[config.mk]
export PLATFORM = sky130hd
export DESIGN_NAME = hack_uart_tx
export DESIGN_NICKNAME = d
export VERILOG_FILES = /design/src/rtl/hack_uart_tx.sv
export SDC_FILE = /design/constraint.sdc
export NUM_CORES = 1
export LEC_CHECK = 0
export ABC_CLOCK_PERIOD_IN_PS = 5350
export BUFFER_PORTS_ARGS = -buffer_cell sky130_fd_sc_hd__buf_2
export CORE_AREA = 2 2 91 67
export CTS_BUF_LIST = sky130_fd_sc_hd__clkbuf_4
export DETAILED_ROUTE_END_ITERATION = 10
export DIE_AREA = 0 0 93 69
export PLACE_DENSITY = 0.81
export SYNTH_ARGS = -nofsm -noshare
export SYNTH_HDL_FRONTEND = slang
export SYNTH_SLANG_ARGS = --single-unit
[constraint.sdc]
create_clock -name CLK -period 5.35 [get_ports CLK]
set_input_delay 0.535 -clock CLK [delete_from_list [all_inputs] [get_ports CLK]]
set_output_delay 0.535 -clock CLK [all_outputs]
set_load 0.005 [all_outputs]
[src/rtl/hack_uart_tx.sv]
// hack_uart_tx: 8N1 UART transmitter with a 4-entry byte FIFO for the Hack memory-mapped bus.
module hack_uart_tx #(
  parameter int unsigned CLKS_PER_BIT = 434
) (
  input  logic       CLK,
  input  logic       RST_N,
  input  logic       WR_EN,
  input  logic [7:0] WR_DATA,
  output logic       READY,
  output logic       TXD,
  output logic       BUSY,
  output logic [2:0] COUNT
);

  localparam int unsigned TIMER_W = 16;
  localparam int unsigned DEPTH   = 4;
  localparam int unsigned PTR_W   = 2;
  localparam int unsigned CNT_W   = 3;
  localparam int unsigned BIT_W   = 3;
  localparam logic [TIMER_W-1:0] TIMER_LAST = TIMER_W'(CLKS_PER_BIT - 1);
  localparam logic [BIT_W-1:0]   BIT_LAST   = BIT_W'(7);

  typedef enum logic [1:0] {
    IDLE  = 2'd0,
    START = 2'd1,
    DATA  = 2'd2,
    STOP  = 2'd3
  } state_t;

  state_t               state;
  state_t               state_nxt;
  logic [TIMER_W-1:0]   timer;
  logic [TIMER_W-1:0]   timer_nxt;
  logic [BIT_W-1:0]     bit_idx;
  logic [BIT_W-1:0]     bit_idx_nxt;
  logic [7:0]           shift;
  logic [7:0]           shift_nxt;
  logic                 txd_nxt;

  logic [7:0]           mem [DEPTH];
  logic [PTR_W-1:0]     wr_ptr;
  logic [PTR_W-1:0]     rd_ptr;
  logic [CNT_W-1:0]     count_nxt;

  logic                 push_c;
  logic                 pop_c;
  logic                 bit_done_c;
  logic                 fifo_nonempty_c;

  // Write acceptance uses the registered READY from before the edge, so a full FIFO drops the write.
  always_comb begin
    push_c          = WR_EN & READY;
    bit_done_c      = (timer == TIMER_LAST);
    fifo_nonempty_c = (COUNT != CNT_W'(0));
    count_nxt       = COUNT + CNT_W'(push_c) - CNT_W'(pop_c);
  end

  // Frame sequencer: next state, bit timer, shift register and next TXD level.
  always_comb begin
    state_nxt   = state;
    timer_nxt   = timer;
    bit_idx_nxt = bit_idx;
    shift_nxt   = shift;
    txd_nxt     = TXD;
    pop_c       = 1'b0;

    case (state)
      IDLE: begin
        txd_nxt   = 1'b1;
        timer_nxt = '0;
        if (fifo_nonempty_c) begin
          pop_c     = 1'b1;
          shift_nxt = mem[rd_ptr];
          state_nxt = START;
          txd_nxt   = 1'b0;
        end
      end

      START: begin
        if (bit_done_c) begin
          timer_nxt   = '0;
          bit_idx_nxt = '0;
          state_nxt   = DATA;
          txd_nxt     = shift[0];
        end else begin
          timer_nxt = timer + TIMER_W'(1);
        end
      end

      DATA: begin
        if (bit_done_c) begin
          timer_nxt = '0;
          if (bit_idx == BIT_LAST) begin
            state_nxt = STOP;
            txd_nxt   = 1'b1;
          end else begin
            bit_idx_nxt = bit_idx + BIT_W'(1);
            shift_nxt   = {1'b0, shift[7:1]};
            txd_nxt     = shift[1];
          end
        end else begin
          timer_nxt = timer + TIMER_W'(1);
        end
      end

      STOP: begin
        if (bit_done_c) begin
          timer_nxt = '0;
          if (fifo_nonempty_c) begin
            // Chain straight into the next frame with no idle gap.
            pop_c     = 1'b1;
            shift_nxt = mem[rd_ptr];
            state_nxt = START;
            txd_nxt   = 1'b0;
          end else begin
            state_nxt = IDLE;
            txd_nxt   = 1'b1;
          end
        end else begin
          timer_nxt = timer + TIMER_W'(1);
        end
      end

      default: begin
        state_nxt = IDLE;
        txd_nxt   = 1'b1;
        timer_nxt = '0;
      end
    endcase
  end

  // State, timing, FIFO control and registered outputs.
  always_ff @(posedge CLK) begin
    if (!RST_N) begin
      state   <= IDLE;
      timer   <= '0;
      bit_idx <= '0;
      shift   <= '0;
      TXD     <= 1'b1;
      BUSY    <= 1'b0;
      COUNT   <= '0;
      READY   <= 1'b1;
      wr_ptr  <= '0;
      rd_ptr  <= '0;
    end else begin
      state   <= state_nxt;
      timer   <= timer_nxt;
      bit_idx <= bit_idx_nxt;
      shift   <= shift_nxt;
      TXD     <= txd_nxt;
      BUSY    <= (state_nxt != IDLE);
      COUNT   <= count_nxt;
      READY   <= (count_nxt != CNT_W'(DEPTH));
      if (push_c) wr_ptr <= wr_ptr + PTR_W'(1);
      if (pop_c)  rd_ptr <= rd_ptr + PTR_W'(1);
    end
  end

  // FIFO storage; contents are not cleared by reset.
  always_ff @(posedge CLK) begin
    if (RST_N && push_c) mem[wr_ptr] <= WR_DATA;
  end

endmodule

==> results of run 1 <==
[stage by stage]
stage	std cells	worst slack, ps	hold slack, ps
after global routing	365	2110	291
after global placement	349	2500	444
after floorplan	269	2680	435
after detailed placement	349	2400	459
after CTS	365	2360	290
final	365	2360	310
[synthesized netlist by cell type (2+ instances only)]
library cell,number
and4_1,2
nand2_1,25
mux2_2,7
nand3_1,9
dfxtp_1,41
edfxtp_1,32
and2_1,10
xor2_1,12
xnor2_1,5
buf_6,2
clkbuf_1,7
ha_1,15
and3_1,4
nor3_1,2
inv_1,10
buf_2,2
a21oi_1,3
mux4_2,8
or3_1,2
o21ai_0,5
nand4_1,2
nor2_1,28
mux2i_1,12
[layout make-up]
type / count / area share, %
multi-input combinational: 174 / 38.6
clock buffer: 9 / 1.93
inverter: 11 / 1.18
tap: 75 / 2.68
sequential: 73 / 50.9
timing repair buffer: 16 / 2.29
clock inverter: 7 / 2.36
[logic make-up (layout without fill, tap and decap cells)]
group	Yosys count	count (layout)	share of synthesized area, %
simple gates	93	93	14.4
xor+xnor	17	17	4.61
flops	73	73	55.1
fa+ha+maj	16	16	6.43
buf+inv	22	43	3.10
compound gates	21	21	4.65
mux	27	27	11.7
[layer usage]
layer | GRT usage (%) | vias to the layer above
li1 | - | 987
met1 | 27.9 | 980
met2 | 27.7 | 73
met3 | 6.78 | 13
met4 | 6.70 | 0
met5 | 0 | -
[power breakdown]
part | internal (mW) | total, mW | switching (mW)
sequential | 0.657 | 0.719 | 0.0617
clock | 0.150 | 0.366 | 0.216
combinational | 0.199 | 0.395 | 0.196
[worst max-delay path, delay by kind of cell, from the launching register on]
family                     cells  cell delay (ps)
and+or+nand+nor                5             1070
adders and majority gates      4              910
DFF                            1              440
xor gates and xnor gates       2              310
AOI/OAI and AO/OA              1              140
buffers and inverters          1               40
[registers in the layout, summed over array words and instances (netlist names), named ones only]
register  count
bit_idx       3
BUSY          1
state         2
timer        16
rd_ptr        2
mem          32
TXD           1
shift         8
COUNT         3
wr_ptr        2
READY         1
[cells in the final DEF, fill, tap and decap left out, drive strengths merged, types with 2 or more instances in the layout]
cell      instances
inv              14
nor3              3
mux2i            12
nand3             9
nand2            25
clkinvlp          2
or3               2
dfxtp            41
xor2             12
and2             10
xnor2             5
clkbuf            9
and3              4
buf              16
nand4             2
and4              3
ha               15
mux2              7
a21oi             4
edfxtp           32
nor2             28
mux4              8
o21ai             5
[final timing paths]
check	end	slack, ps	cells after the start	startpoint
hold reg to reg	shift[5]	470	2	shift[5]
setup / recovery	READY	2360	13	timer[0]
setup reg to reg	READY	2360	13	timer[0]
hold / removal	mem[1][5]	310	1	WR_DATA[5]
==> reports/qor.csv, run 1 <==
stage;metric;value;unit
outcome;status;finished, final reports clean;
logic_synthesis;synth_area;3230;um2
timing;fin_crit_sh;55.9;%
grt;grt_start_max_net_pins;24;
floorplan;rows;23;
timing;finalSetupViolations;0;
worst_setup_path;cp_common_cell;ha_1;
clock_tree;clock_latency;430;ps
logic_synthesis;synth-async-reset-ratio;0;%
worst_setup_path;arrival;3330;ps
layout;drive_gt1_share;18.6;%
placed_design;gp_congestion;0.814;
logic_synthesis;ys_warn_count;0;
worst_hold_path;holdCritPathClass;in -> reg;
clock_tree;cts_max_path_buffers;2;
route;drc;0;
clock_tree;cts_max_level;3;
layout;final_nets;312;
grt;grt_pass1_wl;9.59;mm
logic_synthesis;netlist.area_leader.share;29.7;%
clock_tree;cts_root_buf;clkbuf_4;
worst_setup_path;slowest_stage;and4_1;
grt;grt-ovfl-total;0;
logic_synthesis;synth_area_per_cell;12.0;um2
placed_design;port_buffers;16;
route;ant_nets;0;
clock_tree;cts_sinks;73;
route;routed_wl;5.64;mm
worst_setup_path;critPathLaunchType;register;
route;routedWlPerCell;15.4;um
worst_setup_path;crit_chain;ha_1, nor3b_1, and4_1, a21oi_2, nor3_2, ha_1, inv_1, ha_1, fa_1, xnor2_1, xnor2_1, and2_1, nand2_1;
worst_setup_path;critPathCaptureType;register;
layout;fin_area;3500;um2
clock_tree;clk_pin_slew;130;ps
placed_design;post-dp-hpwl;3.86;mm
route;dr.pass1.iters;5;
floorplan;boundaryPins;17;
timing;maxSlewViolCount;0;
floorplan;start_util;58.5;%
layout;post-route-util;63.3;%
worst_setup_path;crit_type;reg -> reg;
logic_synthesis;synth-seq-area-share;55.1;%
route;wl_met2;2.53;mm
worst_setup_path;max_stage_delay;450;ps
grt;antenna_found_initial;0;
timing;skew;11.3;ps
timing;max_freq;334;MHz
clock_tree;cts_tree;done;
worst_setup_path;cp_max_fo;10;
logic_synthesis;synth_cell_type_count;47;
route;wl_met1;2.63;mm
logic_synthesis;synth_edf_count;32;
power_and_ir_drop;ir_drop;242;uV
logic_synthesis;synth_nets;296;
timing;worst_pin_slew;695;ps
clock_tree;cts-buffers-inserted;9;
logic_synthesis;synthTopCellsByArea;edfxtp_1 30%, dfxtp_1 25%, ha_1 5.8%;
layout;multi_input_area;1350;um2
grt;grt_use_total;19.5;%
route;num_vias;2053;
floorplan;die_h;69;um
route;highest_layer;met4;
layout;ff_latch_area;1780;um2
floorplan;dieArea;6420;um2
route;drt_iter0_markers;167;
timing;rsz0062_at_grt;no;
clock_tree;ctsHoldBuffers;0;
placed_design;postPlaceCellArea;3350;um2
layout;areaGrowthSynthToFinish;8.21;%
floorplan;coreArea;5530;um2
clock_tree;cts_resized;0;
timing;min_period;2990;ps
power_and_ir_drop;power.density;423;nW/um2
run;maxCapViolations;0;
timing;hold_violations;0;
layout;antenna_cells;0;
logic_synthesis;synth_seq_cells;73;
logic_synthesis;synth-main-ff-cell;dfxtp_1;
power_and_ir_drop;p_total;1.48;mW
logic_synthesis;synth_area_leader_cell;edfxtp_1;
route;via_per_inst;5.62;
timing;slew_headroom;53.3;%
grt;grt_pass1_vias;2005;
logic_synthesis;synth_cells;269;
power_and_ir_drop;p_leak;1.33;nW
route;dr_wl_met3;392;um
clock_tree;post-cts-setup-buffers;0;
floorplan;die_x;93;um
layout;fillers;444;
timing;finalSetupTns;0;ps
worst_setup_path;required;5690;ps
No activity file was read; power rests on OpenSTA's default activity.
==> run 2: changes to the inputs <==
- ABC_CLOCK_PERIOD_IN_PS: 5350 -> 2600
- CORE_AREA: 2 2 91 67 -> 2 2 93 68
- DIE_AREA: 0 0 93 69 -> 0 0 95 70
- clock period: 5.35 -> 2.6 ns (I/O delays scaled with it)
==> run 2 against run 1 <==
  * The run now ends with setup timing left
  * Fmax grew 15%
  * Sequential power grew 110%
  * Design area grew 6.3%
  * Worst hold slack lost 270 ps
  * Setup slack lost 2400 ps
  * Largest cell class unchanged
  * Largest power group unchanged
==> reports/qor.csv, run 2 (synthesized netlist as in run 1, its figures left out) <==
stage;metric;value;unit;change
route;via_per_inst;5.38;;was 5.62
clock_tree;cts-buffers-inserted;9;;unchanged
clock_tree;cts_tree;done;;unchanged
grt;grt_pass1_wl;9.31;mm;was 9.59 mm
floorplan;die_h;70;um;was 69 um
timing;min_period;2600;ps;was 2990 ps
clock_tree;cts_root_buf;clkbuf_4;;unchanged
route;ant_nets;0;;unchanged
power_and_ir_drop;power.density;853;nW/um2;was 423 nW/um2
floorplan;start_util;54.6;%;was 58.5%
layout;drive_gt1_share;27.6;%;was 18.6%
layout;largest_register;mem;;unchanged
timing;worst_pin_slew;637;ps;was 695 ps
timing;fin_crit_sh;100;%;was 55.9%
power_and_ir_drop;p_total;3.17;mW;was 1.48 mW
worst_setup_path;required;2930;ps;was 5690 ps
placed_design;post-dp-hpwl;4.06;mm;was 3.86 mm
grt;grt_use_total;18.9;%;was 19.5%
layout;areaGrowthSynthToFinish;15.0;%;was 8.21%
clock_tree;cts_max_level;3;;unchanged
timing;hold_violations;0;;unchanged
worst_hold_path;holdCritPathClass;in -> reg;;unchanged
worst_setup_path;crit_family;adder cells;;was simple AND/OR/NAND/NOR gates
worst_setup_path;arrival;2930;ps;was 3330 ps
layout;ff_latch_area;1790;um2;was 1780 um2
grt;grt_start_max_net_pins;24;;unchanged
clock_tree;cts_sinks;73;;unchanged
worst_setup_path;cp_max_fo;2;;was 10
route;drc;0;;unchanged
worst_setup_path;crit_chain;inv_2, ha_4, nor3b_4, and4_4, a21oi_4, nor3_4, ha_1, inv_1, ha_2, fa_2, xnor2_2, xnor2_1, and2_1, nand2_1;;was ha_1, nor3b_1, and4_1, a21oi_2, nor3_2, ha_1, inv_1, ha_1, fa_1, xnor2_1, xnor2_1, and2_1, nand2_1
timing;finalSetupViolations;1;;was 0
floorplan;rows;24;;was 23
timing;max_freq;384;MHz;was 334 MHz
placed_design;postPlaceCellArea;3460;um2;was 3350 um2
layout;antenna_cells;0;;unchanged
placed_design;gp_congestion;0.767;;was 0.814
worst_setup_path;rrSetupSlack;-0.8;ps;was 2360 ps
timing;finalSetupTns;-0.842;ps;was 0 ps
floorplan;coreArea;5920;um2;was 5530 um2
grt;grt-ovfl-total;0;;unchanged
layout;fin_area;3720;um2;was 3500 um2
clock_tree;cts_max_path_buffers;2;;unchanged
layout;reg_top3;mem x32, timer x16, shift x8;;unchanged
floorplan;dieArea;6650;um2;was 6420 um2
placed_design;port_buffers;16;;unchanged
timing;fin_ws;-0.842;ps;was 2360 ps
grt;grt_pass1_vias;2019;;was 2005
route;routed_wl;5.73;mm;was 5.64 mm
timing;slew_headroom;57.5;%;was 53.3%
clock_tree;clk_pin_slew;130;ps;about the same
worst_setup_path;critPathCaptureType;register;;unchanged
worst_setup_path;crit_type;reg -> reg;;unchanged
floorplan;boundaryPins;17;;unchanged
clock_tree;clock_latency;430;ps;about the same
layout;final_nets;330;;was 312
layout;largest_reg_flops;32;;unchanged
layout;multi_input_area;1420;um2;was 1350 um2
outcome;violations;setup timing;;
grt;antenna_found_initial;0;;unchanged
worst_setup_path;max_stage_delay;360;ps;was 450 ps
placed_design;pre_cts_ws;-25.1;ps;was 2400 ps
layout;fillers;437;;was 444
layout;final_common_cell;dfxtp_1;;unchanged
worst_setup_path;critPathLaunchType;register;;unchanged
worst_setup_path;critPathBufInv;2;;was 1
layout;layout_common_cells;37 x dfxtp_1, 32 x edfxtp_1, 28 x nor2_1;;was 41 x dfxtp_1, 32 x edfxtp_1, 28 x nor2_1
outcome;status;finished with violations;;was finished, final reports clean
worst_setup_path;slowest_stage;dfxtp_2;;was and4_1
route;routedWlPerCell;14.8;um;was 15.4 um
floorplan;die_x;95;um;was 93 um
timing;rsz0062_at_grt;yes;;was no
route;num_vias;2075;;was 2053
route;drt_iter0_markers;80;;was 167
timing;holdWs;43.3;ps;was 310 ps
run;maxCapViolations;0;;unchanged
power_and_ir_drop;p_leak;1.44;nW;was 1.33 nW
power_and_ir_drop;ir_drop;419;uV;was 242 uV
timing;maxSlewViolCount;0;;unchanged
timing;skew;12.5;ps;was 11.3 ps
route;dr.pass1.iters;4;;was 5
[run 2: path summary, 6_finish.rpt]
path                                 start         to  cells past startpoint
worst max-delay path              timer[1]      READY                     14
worst min-delay path            WR_DATA[4]  mem[2][4]                      1
worst max register to register    timer[1]      READY                     14
worst min register to register    shift[4]   shift[4]                      2
[run 2: metrics by stage]
stage               util, %  std cells
finish                 62.8        386
global route           62.8        386
CTS                    61.5        382
detailed placement     58.5        364
global placement       58.5        364
floorplan                 -        269
[run 2: report_power, final]
part           total [mW]  switching (mW)  internal [mW]
Combinational       0.941           0.436          0.506
Sequential           1.48           0.129           1.35
Clock               0.746           0.433          0.313
Total                3.17           0.998           2.17
[run 2: repair_timing]
action	CTS	global route
cloned	0	0
resized for setup	3	12
pin swaps	5	8
hold buffers	0	0
buffers inserted	2	4
endpoints found under the setup margin	1	2
[run 2: area by class of cell]
cell class / instances / area share, %
timing repair buffer: 34 / 5.79
sequential: 73 / 48.1
tap: 78 / 2.63
clock buffer: 9 / 1.82
inverter: 11 / 1.11
multi-input combinational: 174 / 38.3
clock inverter: 7 / 2.26
[run 2: layer usage]
metal  share of wire (%)  global-route usage, %
met5                   0                      0
met4                 1.0                   7.57
met3                 5.7                   7.44
met2                  46                   28.1
met1                  47                   24.8
[run 2: worst register-to-register path, delay by kind of cell (launching register included)]
family,cells,cell delay [ps]
buffers and inverters,2,90
DFF,1,360
adders and majority gates,4,960
and+or+nand+nor,5,610
AOI/OAI and AO/OA,1,190
xor gates and xnor gates,2,300
